<file path="src/rtl/music_pkg.sv">
// Shared definitions for the per-voice music playback blocks.
// Contents: field widths, note_player state encoding, note-code to phase-step mapping.
// No ports; imported by frequency_rom and note_player.
package music_pkg;

   localparam int NOTE_W = 6;
   localparam int DUR_W  = 6;
   localparam int GAIN_W = 8;
   localparam int STEP_W = 20;

   typedef enum logic [1:0] {
      NP_IDLE    = 2'd0,
      NP_LOOKUP  = 2'd1,
      NP_PLAYING = 2'd2,
      NP_RELEASE = 2'd3
   } np_state_t;

   // Note code 1 is C2; each further code is one semitone up. Base steps are
   // f * 2^20 / 48 kHz for the C2..B2 octave, doubled per octave. Code 0 is a rest.
   function automatic logic [STEP_W-1:0] note_step(input logic [NOTE_W-1:0] code);
      logic [NOTE_W-1:0] idx;
      logic [2:0]        oct;
      logic [3:0]        semi;
      logic [STEP_W-1:0] base;
      if (code == '0) return '0;
      idx  = code - NOTE_W'(1);
      oct  = 3'(idx / NOTE_W'(12));
      semi = 4'(idx % NOTE_W'(12));
      case (semi)
         4'd0:    base = 20'd1429;
         4'd1:    base = 20'd1514;
         4'd2:    base = 20'd1604;
         4'd3:    base = 20'd1699;
         4'd4:    base = 20'd1800;
         4'd5:    base = 20'd1907;
         4'd6:    base = 20'd2021;
         4'd7:    base = 20'd2141;
         4'd8:    base = 20'd2268;
         4'd9:    base = 20'd2403;
         4'd10:   base = 20'd2546;
         default: base = 20'd2697;
      endcase
      return base << oct;
   endfunction

endpackage

</file>
<file path="src/rtl/frequency_rom.sv">
// Synchronous 64-entry note-code to phase-step ROM, one read per cycle.
// Latency: dout reflects addr one clock after it is presented.
// Ports: clk, addr (note code), dout (phase step). No reset, no flow control.
module frequency_rom
   import music_pkg::*;
(
   input  logic              clk,
   input  logic [5:0]        addr,
   output logic [STEP_W-1:0] dout
);

   always_ff @(posedge clk) begin
      dout <= note_step(addr);
   end

endmodule

</file>
<file path="src/rtl/note_player.sv">
// Per-voice note playback: note code -> phase step, beat countdown, linear attack/release gain.
// Latency: load_note at N gives active at N+1 and a valid step_size at N+2; all outputs registered.
// Ports: clk/reset, play (pause), beat/sample_tick strobes, load_note+note+duration in;
//        step_size, gain, active, note_done out. No backpressure: strobes act when they arrive.
module note_player
   import music_pkg::*;
#(
   parameter int          STEP_W       = 20,
   parameter logic [7:0]  ATTACK_STEP  = 8'd4,
   parameter logic [7:0]  RELEASE_STEP = 8'd2
)(
   input  logic              clk,
   input  logic              reset,
   input  logic              play,
   input  logic              beat,
   input  logic              sample_tick,
   input  logic              load_note,
   input  logic [5:0]        note,
   input  logic [5:0]        duration,
   output logic [STEP_W-1:0] step_size,
   output logic [7:0]        gain,
   output logic              active,
   output logic              note_done
);

   np_state_t                   state_q, state_d;
   logic [NOTE_W-1:0]           note_q, note_d;
   logic [DUR_W-1:0]            beats_left_q, beats_left_d;
   logic [GAIN_W-1:0]           gain_q, gain_d;
   logic [STEP_W-1:0]           step_size_q, step_size_d;
   logic                        active_q, active_d;
   logic                        note_done_q, note_done_d;

   logic [5:0]                  rom_addr;
   logic [music_pkg::STEP_W-1:0] rom_dout;
   logic [GAIN_W:0]             gain_up;
   logic [GAIN_W-1:0]           gain_dn;

   // Address the ROM with the incoming note on the load cycle so its data is
   // ready during LOOKUP and can be captured on the LOOKUP->PLAYING edge.
   assign rom_addr = load_note ? note : note_q;

   frequency_rom u_rom (
      .clk  (clk),
      .addr (rom_addr),
      .dout (rom_dout)
   );

   assign gain_up = {1'b0, gain_q} + {1'b0, ATTACK_STEP};
   assign gain_dn = (gain_q > RELEASE_STEP) ? (gain_q - RELEASE_STEP) : '0;

   always_comb begin
      state_d      = state_q;
      note_d       = note_q;
      beats_left_d = beats_left_q;
      gain_d       = gain_q;
      step_size_d  = step_size_q;
      note_done_d  = 1'b0;

      if (load_note) begin
         // Retrigger from any state; gain is left alone so the new note starts without a click.
         note_d       = note;
         beats_left_d = (duration == '0) ? DUR_W'(1) : duration;
         state_d      = NP_LOOKUP;
      end else begin
         case (state_q)
            NP_IDLE: ;
            NP_LOOKUP: begin
               state_d     = NP_PLAYING;
               step_size_d = (note_q == '0) ? '0 : STEP_W'(rom_dout);
            end
            NP_PLAYING: begin
               if (play) begin
                  if (sample_tick) gain_d = gain_up[GAIN_W] ? '1 : gain_up[GAIN_W-1:0];
                  if (beat) begin
                     if (beats_left_q == DUR_W'(1)) state_d = NP_RELEASE;
                     else                           beats_left_d = beats_left_q - DUR_W'(1);
                  end
               end
            end
            NP_RELEASE: begin
               if (play) begin
                  if (sample_tick) gain_d = gain_dn;
                  // Leave as soon as gain hits zero, including a note that enters release silent.
                  if (gain_d == '0) begin
                     state_d     = NP_IDLE;
                     step_size_d = '0;
                     note_done_d = 1'b1;
                  end
               end
            end
            default: state_d = NP_IDLE;
         endcase
      end

      active_d = (state_d != NP_IDLE);
   end

   always_ff @(posedge clk or posedge reset) begin
      if (reset) begin
         state_q      <= NP_IDLE;
         note_q       <= '0;
         beats_left_q <= '0;
         gain_q       <= '0;
         step_size_q  <= '0;
         active_q     <= 1'b0;
         note_done_q  <= 1'b0;
      end else begin
         state_q      <= state_d;
         note_q       <= note_d;
         beats_left_q <= beats_left_d;
         gain_q       <= gain_d;
         step_size_q  <= step_size_d;
         active_q     <= active_d;
         note_done_q  <= note_done_d;
      end
   end

   assign step_size = step_size_q;
   assign gain      = gain_q;
   assign active    = active_q;
   assign note_done = note_done_q;

endmodule

</file>
<file path="config.mk">
export PLATFORM = sky130hd
export DESIGN_NAME = note_player
export DESIGN_NICKNAME = d
export VERILOG_FILES = /design/src/rtl/music_pkg.sv /design/src/rtl/frequency_rom.sv /design/src/rtl/note_player.sv
export SDC_FILE = /design/constraint.sdc
export NUM_CORES = 1
export LEC_CHECK = 0
export BUFFER_PORTS_ARGS = -buffer_cell sky130_fd_sc_hd__buf_2
export CORE_ASPECT_RATIO = 2
export CORE_MARGIN = 5
export CORE_UTILIZATION = 35
export CTS_CLUSTER_SIZE = 28
export DETAILED_ROUTE_END_ITERATION = 10
export PLACE_DENSITY = 0.55
export SETUP_SLACK_MARGIN = 0.5
export SKIP_LAST_GASP = 1
export SLEW_MARGIN = 20
export SYNTH_ARGS = -nofsm -noshare
export SYNTH_HDL_FRONTEND = slang
export SYNTH_HIERARCHICAL = 1
export SYNTH_SLANG_ARGS = --single-unit
</file>
<file path="constraint.sdc">
create_clock -name clk -period 6.8 [get_ports clk]
set_clock_uncertainty 0.15 [all_clocks]
set_input_delay 0.68 -clock clk [delete_from_list [all_inputs] [get_ports clk]]
set_output_delay 0.68 -clock clk [all_outputs]
set_load 0.01 [all_outputs]
</file>
== Word-level counts from Yosys, hierarchy flattened ==
Memory sizes are Yosys's and may differ from the RTL's.
Index checks and enable logic that the tools add are counted.

* Memories kept: 1
* Logic and storage cells: 76
* Bits in read-only memories: 192
* Bits in registers: 64
* Output and inout bits: 30
* Input port bits: 18

* Muxes and demuxes: 36
* Divide/modulo/power cells: 2
* $add $sub $neg: 4
* Bitwise operators: 1
* Equality and inequality tests: 9
* Shifts and indexed selects: 1
* Order comparisons: 1
* Reductions and logical operators: 13

{| class="wikitable"
|+ Memory list
! memory !! words !! bits a word !! rd ports !! clocked after memory_dff !! wr ports !! RTL line !! RTL
|-
| (name not given) || 16 || 12 || 1 || 0 || 0 || music_pkg.sv:29 || <nowiki>case (semi)</nowiki>
|}

{| class="wikitable"
|+ Operators by type and width
! kind !! number
|-
| two-way mux 20 bit || 6
|-
| two-way mux 8 bit || 9
|-
| two-way mux 6 bit || 7
|-
| one-hot mux 20 bit (2 select lines) || 1
|-
| left shift 20 x 3 -> 20 bit || 1
|-
| zero test 6 bit || 3
|-
| one-hot mux 8 bit (2 select lines) || 1
|-
| two-way mux 2 bit || 6
|-
| nonzero test 2 bit || 6
|-
| subtractor 6 x 1 -> 6 bit, second input constant || 2
|-
| inequality test 2 bit, second input constant || 5
|-
| adder 8 x 3 -> 9 bit, second input constant || 1
|-
| > comparator 8 x 2 -> 1 bit, second input constant || 1
|-
| zero test 8 bit || 1
|-
| AND reduction 4 bit || 2
|-
| subtractor 8 x 2 -> 8 bit, second input constant || 1
|-
| divider 6 x 4 -> 6 bit, second input constant || 1
|-
| equality test 6 x 1 -> 1 bit, second input constant || 1
|-
| modulo 6 x 4 -> 6 bit, second input constant || 1
|-
| one-hot mux 2 bit (3 select lines) || 1
|-
| two-way mux 1 bit || 5
|-
| AND reduction 5 bit || 1
|-
| equality test 2 bit, second input constant || 2
|-
| equality test 2 x 1 -> 1 bit, second input constant || 1
|-
| inverter 1 bit || 1
|}

== Logic depth before layout (Yosys ltp) ==
* Depth after elaboration: 12
* Gate-level depth with buffers: 26
* Mapped depth without buffers: 21

== Hierarchy ==
The synthesis kept the hierarchy.

{| class="wikitable"
|+ By module, submodules not included
! module !! area an instance (um^2) !! cells an instance !! sequential area each (um^2) !! instances
|-
| note_player || 2452.4 || 261 || 1101.1 || 1
|-
| frequency_rom || 2099.5 || 263 || 380.4 || 1
|}

== Least setup slack after synthesis ==
No wires, ideal clock.

* Path kind: input to register
* Start: in load_note
* End: reg u_rom.dout[14]
* Setup time: 136 ps
* Arrival time: 6211 ps
* Stages on the path: 25
* Path buffers: 4
* Data required time: 6514 ps
* Setup slack: 304 ps
* Path through: buf_1 -> mux2_2 -> inv_1 -> ha_1 -> nor3b_1 -> xor2_1 -> ha_1 -> nor2b_1 -> mux2_4 -> or3_1 -> buf_6 -> a31oi_1 -> clkbuf_1 -> xnor2_1 -> ha_1 -> clkbuf_1 -> inv_1 -> nand4_1 -> o21ai_0 -> nor2_1 -> nand2_1 -> a211oi_1 -> a21oi_2 -> a221oi_2 -> o32ai_1

* Cells in the longest elaborated chain, start to end: 7
* Elaborated cells on any way between the ends: 10
* Those cells by class: add/sub (1); div (2); shift (1); mux (4); reduce/logical (1); memory (1)

{| class="wikitable"
|+ Ends and longest elaborated chain
! item !! RTL line !! RTL
|-
| from (decl) || note_player.sv:17 || <nowiki>input logic load_note,</nowiki>
|-
| two-way mux 6 bit * || - ||
|-
| subtractor 6 x 1 -> 6 bit || music_pkg.sv:26 || <nowiki>idx = code - NOTE_W'(1);</nowiki>
|-
| modulo 6 x 4 -> 6 bit || music_pkg.sv:28 || <nowiki>semi = 4'(idx % NOTE_W'(12));</nowiki>
|-
| memory (16 x 12 bit) || - ||
|-
| two-way mux 20 bit || music_pkg.sv:26 ||
|-
| left shift 20 x 3 -> 20 bit || music_pkg.sv:43 || <nowiki>return base << oct;</nowiki>
|-
| two-way mux 20 bit * || music_pkg.sv:26 ||
|-
| to (signal assigned) || frequency_rom.sv:13 || <nowiki>dout <= note_step(addr);</nowiki>
|-
| to (decl) || frequency_rom.sv:9 || <nowiki>output logic [STEP_W-1:0] dout</nowiki>
|}

Mark *: on every way between the ends. The rest lies on a longest branch, timed or not. The select of a mux whose other input is x is not followed.
A chain may end at the register's enable or synchronous reset.

== Worst setup path after layout ==
* Start: in load_note
* End: reg u_rom.dout[12]

Same word-level chain as after synthesis.

==> flow_summary.toml <==
[floorplan]
die_w_um = 90.6
coreArea_um2 = 12900
rows = 59
dieArea_um2 = 15500
pin_count = 48
die_h_um = 171
start_util_pct = 35.2

[global_route]
grt_pass1_vias = 4343
grt_max_degree = 45
overflow = 0
antenna_found_initial = 0
grt_pass1_wl_um = 21600
grtUsageTotal_pct = 17.2

[route]
top_layer = "met4"
drt_pass1_iterations = 5
drcViolationCount = 0
post_drt_wl_per_cell_um = 18.4
ant_nets = 0
vias = 4249
drtIter0Drc = 375
finalWirelength_um = 13400
met1Wirelength_um = 4490
route.met2.wl_um = 7570
avgViaCountPerCell = 5.85
dr_wl_met3_um = 425

[synthesis]
synthFlopType = "dfrtp_1"
ys_seq_area_share_pct = 32.5
ys_ff_latch = 63
syn_nets = 558
synth-compound-area-share_pct = 23.5
ys_async_sr_fraction_pct = 69.8
synthAdderAreaFrac_pct = 4.40
yosys.area_share.simple_pct = 22.2
synth_top_area_share_pct = 24.2
avgSynthCellArea_um2 = 8.69
synth_edf_count = 0
ys_warn_count = 6
synth_top_family_by_area = "compound AO/OA/AOI/OAI gates"
ys_top_cells_by_area = "dfrtp_1 24%, dfxtp_1 8.4%, mux2i_1 5.5%"
synth_cells = 524
synth_cell_types = 84
synthMuxAreaShare_pct = 7.56
yosysTopAreaCell = "dfrtp_1"
synth-xor-area-share_pct = 2.50
syn_area_um2 = 4550

[clock_tree]
cts_buffers = 9
clock_latency_ns = 0.33
cts_hold_buf = 0
clk_pin_slew_ns = 0.06
cts_buffer_depth = 2
cts_tree = "yes"
htree_levels = 3
clockRootBuffer = "clkbuf_16"
cts.sinks = 63

[place]
routabilityCongestion = 1.03
dp_hpwl_um = 10600
io_buffer_count = 47
dp_slack_ns = 0.353

[setup_path]
crit_type = "in2reg"
worstReg2RegEnd = "u_rom/dout[12]"
required_ns = 6.89
startpoint_type = "input port"
rrSetupSlack_ns = 1.20
crit_path_end_kind = "flop"
crit_chain = "clkbuf_4 > mux2_2 > inv_1 > ha_1 > nor3b_2 > xor2_1 > ha_1 > nor2b_1 > mux2_4 > or3_1 > a31oi_1 > xnor2_1 > ha_2 > nor2_1 > a31oi_1 > a21bo_1 > a2111oi_2 > a211oi_1 > a222oi_1 > o21ai_1 > o22ai_1"
critPathTopFamily = "compound AO/OA/AOI/OAI gates"
critical_path.slowest_cell = "a2111oi_2"
worstPathMaxFanout = 22
reg2reg_from = "note_q[0]"
worst_ep_arrival_time_ns = 6.02
max_stage_delay_ns = 0.50
worstPathBufferInverterCount = 2
worstRegToRegCells = 20

[pwr]
leakage_nw = 2.34
power_w = 0.00223
powerDensity_nw_per_um2 = 422
ir_worst_vdd_mv = 0.199

[hold_path]
min_to = "step_size[9]"
holdCritPathClass = "reg2reg"
worstHoldStart = "u_rom/dout[9]"
hold_depth = 2

[sta]
finalHoldViolations = 0
relSlewSlack_pct = 54.6
slew_viol_final = 0
tightestPinTransition_ns = 0.678
rsz0062_at_grt = "false"
setup_violations = 0
fin_ws_ns = 0.866
fin_crit_ns = 5.93
timing.fmax_mhz = 169
finalSetupTns_ns = 0
finalCritPeriodShare_pct = 87.3

[layout]
fill_cells = 1291
multiInputGateArea_um2 = 2770
antenna_cells = 0
final_layout_size_suffix_gt1_share_pct = 22.0
nNetsFinal = 603
mostFrequentLayoutCells = "60 x nand2_1, 46 x buf_2, 44 x dfrtp_1"
seqCellArea_um2 = 1480
final_common_cell = "nand2_1"
area_growth_pct = 16.2

[outcome]
status = "finished, final reports clean"

[flow_run]
cap_violations = 0
where the power goes:
group          leakage [nW]  internal, W  switching (W)
clock network         0.162     0.000326       0.000171
registers             0.698     0.000502       0.000104
logic                  1.48     0.000432       0.000694
total                  2.34      0.00126       0.000969
per-stage QoR:
step,utilization [%],cell area (um^2),std cells,hold WS (ns)
after floorplan,-,4560,524,0.265
final,40.9,5290,726,0.276
after detailed placement,38.2,4930,710,0.278
after global placement,38.2,4930,710,0.271
after CTS,40.7,5260,726,0.281
after global routing,40.9,5290,726,0.295
worst min-delay path, stage by stage, from the launching register on:
cell	delay [ns]
dfxtp_1	0.30
nand2_1	0.05
mux2i_1	0.05
per-layer routing:
layer,GRT usage (%),vias up
li1,-,1998
met4,14.3,0
met1,15.5,2040
met3,2.19,65
met5,0,-
met2,33.1,146
sequential cells by signal, indices dropped and copies added, names as in the netlist:
signal / cells
active: 1
step_size: 20
note_q: 6
u_rom/dout: 19
beats_left_q: 6
state_q: 2
note_done: 1
gain: 8
worst max path at each step:
stage	start	to	slack [ns]	cells past startpoint
3_3_place_gp	load_note	u_rom/dout[12]	0.47	21
5_1_grt	load_note	u_rom/dout[4]	0.53	21
6_report	load_note	u_rom/dout[12]	0.87	21
2_1_floorplan	load_note	u_rom/dout[14]	0.54	25
3_5_place_dp	load_note	u_rom/dout[12]	0.35	21
4_1_cts	load_note	u_rom/dout[12]	0.68	21
what timing repair did:
item	4_1_cts	5_1_grt
setup endpoints to repair	0	16
resized for setup	0	5
buffers inserted	0	0
cells in the mapped netlist, types with 9 or more instances:
cell type,instances
nor3_1,16
xnor2_1,12
nor2_1,38
nand2_1,60
o21ai_0,21
o22ai_1,10
a21oi_1,17
dfxtp_1,19
a31oi_1,10
dfrtp_1,44
ha_1,16
inv_1,38
mux2i_1,25
nand3_1,9
clkbuf_1,14
final cells by class:
type,count,area share [%]
inverters,40,2.84
repair buffers,64,6.91
flip-flops and latches,63,28.0
well taps,152,3.60
clock buffers,9,4.26
multi-input cells,391,52.4
clock inverters,7,1.94
logic make-up (layout without fill, tap and decap cells):
kind of cell	count (synthesis)	count (layout)
AOI/OAI and AO/OA	141	141
xor gates and xnor gates	13	13
adders and majority gates	16	16
buffers and inverters	70	120
DFF	63	63
muxes	33	33
other	1	1
and+or+nand+nor	187	187
Power figures use the tool's default switching activity.
